`src/rtl/jk_excite_seq.sv`:
```
// Excitation sequencer for a bank of downstream JK flip-flops: loads or toggles the
// bank, checks the fed-back Q against the expected word and re-drives on mismatch.
`timescale 1ns/1ps

module jk_excite_seq #(
   parameter int WIDTH     = 4,
   parameter int MAX_RETRY = 2
) (
   input  logic             CLK,
   input  logic             RST_N,
   input  logic             IN_VALID,
   output logic             IN_READY,
   input  logic             IN_MODE,
   input  logic [WIDTH-1:0] IN_DATA,
   input  logic [WIDTH-1:0] Q_FB,
   output logic [WIDTH-1:0] J,
   output logic [WIDTH-1:0] K,
   output logic             BUSY,
   output logic             DONE,
   output logic             ERR
);

   typedef enum logic [1:0] {
      IDLE,
      DRIVE,
      CHECK
   } state_t;

   localparam int RW = (MAX_RETRY < 1) ? 1 : $clog2(MAX_RETRY + 1);

   state_t           state;
   logic             modeReg;
   logic [WIDTH-1:0] dataReg;
   logic [WIDTH-1:0] expReg;
   logic [RW-1:0]    retryCnt;

   // Load-mode excitation: set bits that must rise, reset bits that must fall, hold the rest.
   function automatic logic [WIDTH-1:0] loadJ(input logic [WIDTH-1:0] tgt, input logic [WIDTH-1:0] q);
      return tgt & ~q;
   endfunction

   function automatic logic [WIDTH-1:0] loadK(input logic [WIDTH-1:0] tgt, input logic [WIDTH-1:0] q);
      return ~tgt & q;
   endfunction

   // J/K are zero in every cycle except DRIVE, so the bank only moves once per drive.
   always_ff @(posedge CLK) begin
      if (!RST_N) begin
         state    <= IDLE;
         modeReg  <= 1'b0;
         dataReg  <= '0;
         expReg   <= '0;
         retryCnt <= '0;
         J        <= '0;
         K        <= '0;
         DONE     <= 1'b0;
         ERR      <= 1'b0;
      end else begin
         J    <= '0;
         K    <= '0;
         DONE <= 1'b0;
         case (state)
            IDLE: begin
               if (IN_VALID) begin
                  state    <= DRIVE;
                  modeReg  <= IN_MODE;
                  dataReg  <= IN_DATA;
                  expReg   <= IN_MODE ? (Q_FB ^ IN_DATA) : IN_DATA;
                  retryCnt <= '0;
                  ERR      <= 1'b0;
                  if (IN_MODE) begin
                     J <= IN_DATA;
                     K <= IN_DATA;
                  end else begin
                     J <= loadJ(IN_DATA, Q_FB);
                     K <= loadK(IN_DATA, Q_FB);
                  end
               end
            end
            DRIVE: begin
               state <= CHECK;
            end
            CHECK: begin
               if (Q_FB == expReg) begin
                  state <= IDLE;
                  DONE  <= 1'b1;
               end else if (!modeReg && (retryCnt < RW'(MAX_RETRY))) begin
                  // A toggle cannot be retried blindly, so only loads are re-driven.
                  retryCnt <= retryCnt + RW'(1);
                  state    <= DRIVE;
                  J        <= loadJ(dataReg, Q_FB);
                  K        <= loadK(dataReg, Q_FB);
               end else begin
                  state <= IDLE;
                  ERR   <= 1'b1;
               end
            end
            default: begin
               state <= IDLE;
            end
         endcase
      end
   end

   assign IN_READY = (state == IDLE);
   assign BUSY     = (state != IDLE);

endmodule

```
`config.mk`:
```
export PLATFORM = sky130hd
export DESIGN_NAME = jk_excite_seq
export DESIGN_NICKNAME = d
export VERILOG_FILES = /design/src/rtl/jk_excite_seq.sv
export SDC_FILE = /design/constraint.sdc
export NUM_CORES = 1
export LEC_CHECK = 0
export BUFFER_PORTS_ARGS = -buffer_cell sky130_fd_sc_hd__buf_4
export CORE_ASPECT_RATIO = 1.5
export CORE_UTILIZATION = 48
export CTS_CLUSTER_SIZE = 20
export DETAILED_ROUTE_END_ITERATION = 7
export PLACE_DENSITY = 0.74
export SYNTH_ARGS = -nofsm -noshare
export SYNTH_HDL_FRONTEND = slang
export SYNTH_SLANG_ARGS = --single-unit
```
`constraint.sdc`:
```
create_clock -name CLK -period 1.3 [get_ports CLK]
set_clock_uncertainty 0.15 [all_clocks]
set_input_delay 0.065 -clock CLK [delete_from_list [all_inputs] [get_ports CLK]]
set_output_delay 0.065 -clock CLK [all_outputs]
set_load 0.05 [all_outputs]
```
==> qor_table.md <==
| Stage | Metric | Value |
|:---|:---|:---|
| floorplan | Number of primary I/O pins | 24 |
| drt | Vias post-DR | 1077 |
| drt | Number of detailed-route iterations in the first pass | 4 |
| yosys | Top_reg_cell synth | sky130_fd_sc_hd__dfxtp_1 |
| place | Placement Setup Slack | -101 ps |
| timing | Slew at the pin with the worst max-slew slack | 285 ps |
| place | Estimated wirelength of the detail-placed design | 1.73 mm |
| yosys | Netlist cell types | 27 |
| final layout | Count of fill cells added during filler insertion | 160 |
| clock network | Worst-Skew Late Latency | 320 ps |
| yosys | Sequential share of the synthesized area | 39.2% |
| drt | Final routed wire length divided by cell count | 15.7 um |
| setup path | Critical register-to-register path startpoint | expReg[3] |
| pwr | Share of power burned in the clock network | 21.5% |
| global routing | Total overflow reported by the global router | 0 |
| clock network | Clock sink count | 23 |
| place | Count of buffers from port buffering | 23 |
| drt | Starting DRT DRC Count | 25 |
| timing | Min Tclk post-route | 1380 ps |
| timing | Unrepaired setup endpoints after global routing | yes |
| pwr | Cell area power density | 903 nW/um^2 |
| pwr | Switching power summed over all nets | 0.000495 W |
| setup path | Worst reg-to-reg path cell count | 5 |
| timing | Final critical-path setup slack | -76.9 ps |
| clock network | Clock-pin slew on the worst setup and hold paths | 130 ps |
| global routing | Total routing usage reported by global routing | 23.6% |
| setup path | Kind of launch point of the worst setup path | flop |
| floorplan | Area of the placeable core | 2260 sq um |
| global routing | Pin count of the biggest net entering global routing | 18 |
| final layout | Proportion of layout cells with a drive suffix above 1 | 38.6% |
| drt | Sum of routed wire length over all layers | 3.06 mm |
| global routing | Antenna violations before repair | 0 |
| floorplan | Height of the die | 62.6 um |
| pwr | Net switching share of the total power | 31.4% |
| yosys | Post-synth EDFFs | 0 |
| final layout | Antenna diode count | 0 |
| timing | Crit share post-route | 106% |
| floorplan | Cell row count | 21 |
| place | Post-place instance area | 1390 sq um |
| final layout | Post-layout net count | 192 |
| setup path | Req. time, crit path | 1380 ps |
| timing | Total Negative Setup Slacks | -295 ps |
| status | Violations in the final reports | setup timing |
| final layout | Commonest cells after routing, fill and taps aside | sky130_fd_sc_hd__buf_4, sky130_fd_sc_hd__nand2_1, sky130_fd_sc_hd__dfxtp_1 |
| setup path | Critical Path AT | 1460 ps |
| flow run | Count of max-cap constraint violations | 0 |
| setup path | Maximum fanout along the worst path | 5 |
| clock network | Largest buffer count on any clock path | 2 |
| yosys | Synthesized instance count | 126 |
| final layout | Non-filler cells in the finished layout | 194 |
| min path | Endpoint with the worst hold slack | dataReg[2] |
| pwr | Reg power frac | 49.1% |
| floorplan | Area of the die | 2650 sq um |
| drt | Final antenna-violating net count | 0 |
| yosys | Post-synthesis average cell area | 9.32 sq um |
| timing | Final hold violation count | 0 |
| yosys | Mapped cell area | 1170 sq um |
| setup path | Critical path class | reg2reg |
| yosys | Number of warnings printed during yosys synthesis | 0 |
| final layout | Synthesis-to-finish area growth | 48.3% |
| yosys | Number of storage elements in the synthesis netlist | 23 |
| pwr | Internal Power | 0.00108 W |
| timing | Pins over their slew limit | 0 |
| timing | Max-Slew Margin vs Limit | 81.0% |
| setup path | Register-to-register setup slack | -80 ps |
| status | Run status | complete, but fails checks |
| pwr | Fraction of power consumed by combinational cells | 29.5% |
| clock network | Max H-tree Level | 1 |
| final layout | Multi-input gate area | 744 sq um |
| final layout | Flip-flop and latch area | 473 sq um |
| min path | Worst Hold Depth | 3 |
| setup path | Crit end category | flop |
| global routing | First-pass GRT wire length | 4.86 mm |
| yosys | Syn nets | 146 |
| clock network | CTS tree | done |
| yosys | FFs w/ async S/R, synth | 0% |
| final layout | Commonest non-fill, non-tap cell in the layout | sky130_fd_sc_hd__buf_4 |
| floorplan | Initial Util | 52.0% |
| clock network | Number of buffers added by the clock tree synthesis step | 3 |
| timing | Endpoints failing setup | 9 |
| pwr | Maximum vdd drop | 0.000692 V |
| drt | Remaining DRCs | 0 |
| global routing | Via count of the first global-routing pass | 1049 |
| min path | Hold path startpoint | RST_N |
| min path | Class of the tightest hold or removal check | in2reg |
| timing | Upper clock frequency limit | 0.726 GHz |
| place | Final weighted congestion of routability-driven global placement | 0.815 |
| setup path | Reg-to-reg critical path endpoint | J[3] |
| final layout | Final std cell area, no fill | 1740 sq um |
| pwr | Leak pwr | 0.796 nW |
| floorplan | Horizontal extent of the die | 42.4 um |
| drt | Mean number of vias per cell | 5.55 |
| clock network | Clock tree root buffer cell | sky130_fd_sc_hd__clkbuf_4 |
| place | Total placed cells including tap cells | 170 |
==> synth_stat cells, drive strengths merged (2+ instances only) <==
cell type,n,share of area [%]
mux2i,8,6.8
dfxtp,23,39
xnor2,4,3.0
nand3,2,0.85
a41o,2,1.7
a21boi,11,7.0
nand2,22,7.0
o32ai,8,6.0
o211ai,4,2.6
inv,14,4.5
ha,8,8.5
buf,5,2.9
nor2,4,1.9
nand4,2,2.9
==> cell families after synthesis <==
kind of cell,count (synthesis),share of synthesized area [%]
simple gates,37,17.1
compound gates,26,17.7
flops,23,39.2
buf+inv,20,7.67
mux,8,6.82
fa+ha+maj,8,8.52
xor+xnor,4,2.98
==> worst max path at each step <==
stage                       to  slack [ps]      start  depth (start not counted)
after floorplan           J[0]        -180   state[1]                          6
after global placement    J[1]        -100  expReg[1]                          5
after detailed placement  J[2]        -100  expReg[1]                          5
after CTS                 J[1]         -50  expReg[3]                          5
after global routing      J[3]        -120  expReg[3]                          5
final                     J[3]         -80  expReg[3]                          5
==> through the flow <==
stage	util, %	hold WS [ps]	total power (W)
2_1_floorplan	-	30.4	0.00101
3_3_place_gp	61.4	158	0.00112
3_5_place_dp	61.4	158	0.00113
4_1_cts	73.4	7.15	0.00153
5_1_grt	77.1	30.6	0.00165
6_report	77.1	22.1	0.00157
==> critical path, stage by stage (launching register included) <==
cell and delay, ps:
sky130_fd_sc_hd__dfxtp_2 360, sky130_fd_sc_hd__xnor2_2 130, sky130_fd_sc_hd__nand4_2 110, sky130_fd_sc_hd__buf_6 140
sky130_fd_sc_hd__nand4_4 140, sky130_fd_sc_hd__o32ai_2 270
==> state kept, by name, indices dropped and copies added (netlist names) <==
name,count
modeReg,1
expReg,4
ERR,1
dataReg,4
state,2
J,4
retryCnt,2
DONE,1
K,4
==> power groups by stage <==
| stage | registers [W] | logic (W) | clock network (W) |
|---|---|---|---|
| 2_1_floorplan | 0.000816 | 0.000198 | 0 |
| 5_1_grt | 0.000777 | 0.000496 | 0.000376 |
| 6_report | 0.000772 | 0.000464 | 0.000338 |
| 3_3_place_gp | 0.000782 | 0.000337 | 0 |
| 4_1_cts | 0.000771 | 0.000422 | 0.000338 |
| 3_5_place_dp | 0.000784 | 0.000343 | 0 |
==> cell type report <==
type / instances / share of cell area (%)
Multi-Input combinational cell: 84 / 42.7
Sequential cell: 23 / 27.1
Timing Repair Buffer: 46 / 24.0
Inverter: 14 / 3.02
Tap cell: 23 / 1.65
Clock buffer: 4 / 1.51
==> repair_timing <==
action | in CTS | in global routing
resized for setup | 23 | 14
hold endpoints to repair | 19 | 0
hold buffers | 11 | 0
pin swaps | 5 | 7
setup endpoints to repair | 12 | 18
gates cloned | 1 | 0
buffers inserted | 1 | 7
==> layer usage <==
| metal | share of wire, % | global-route usage [%] | vias up |
|---|---|---|---|
| li1 | - | - | 526 |
| met1 | 42 | 28.8 | 518 |
| met2 | 53 | 40.8 | 24 |
| met3 | 2.7 | 2.60 | 9 |
| met4 | 2.2 | 10.2 | 0 |
| met5 | 0 | 0 | - |
(Power assumes the default switching activity.)
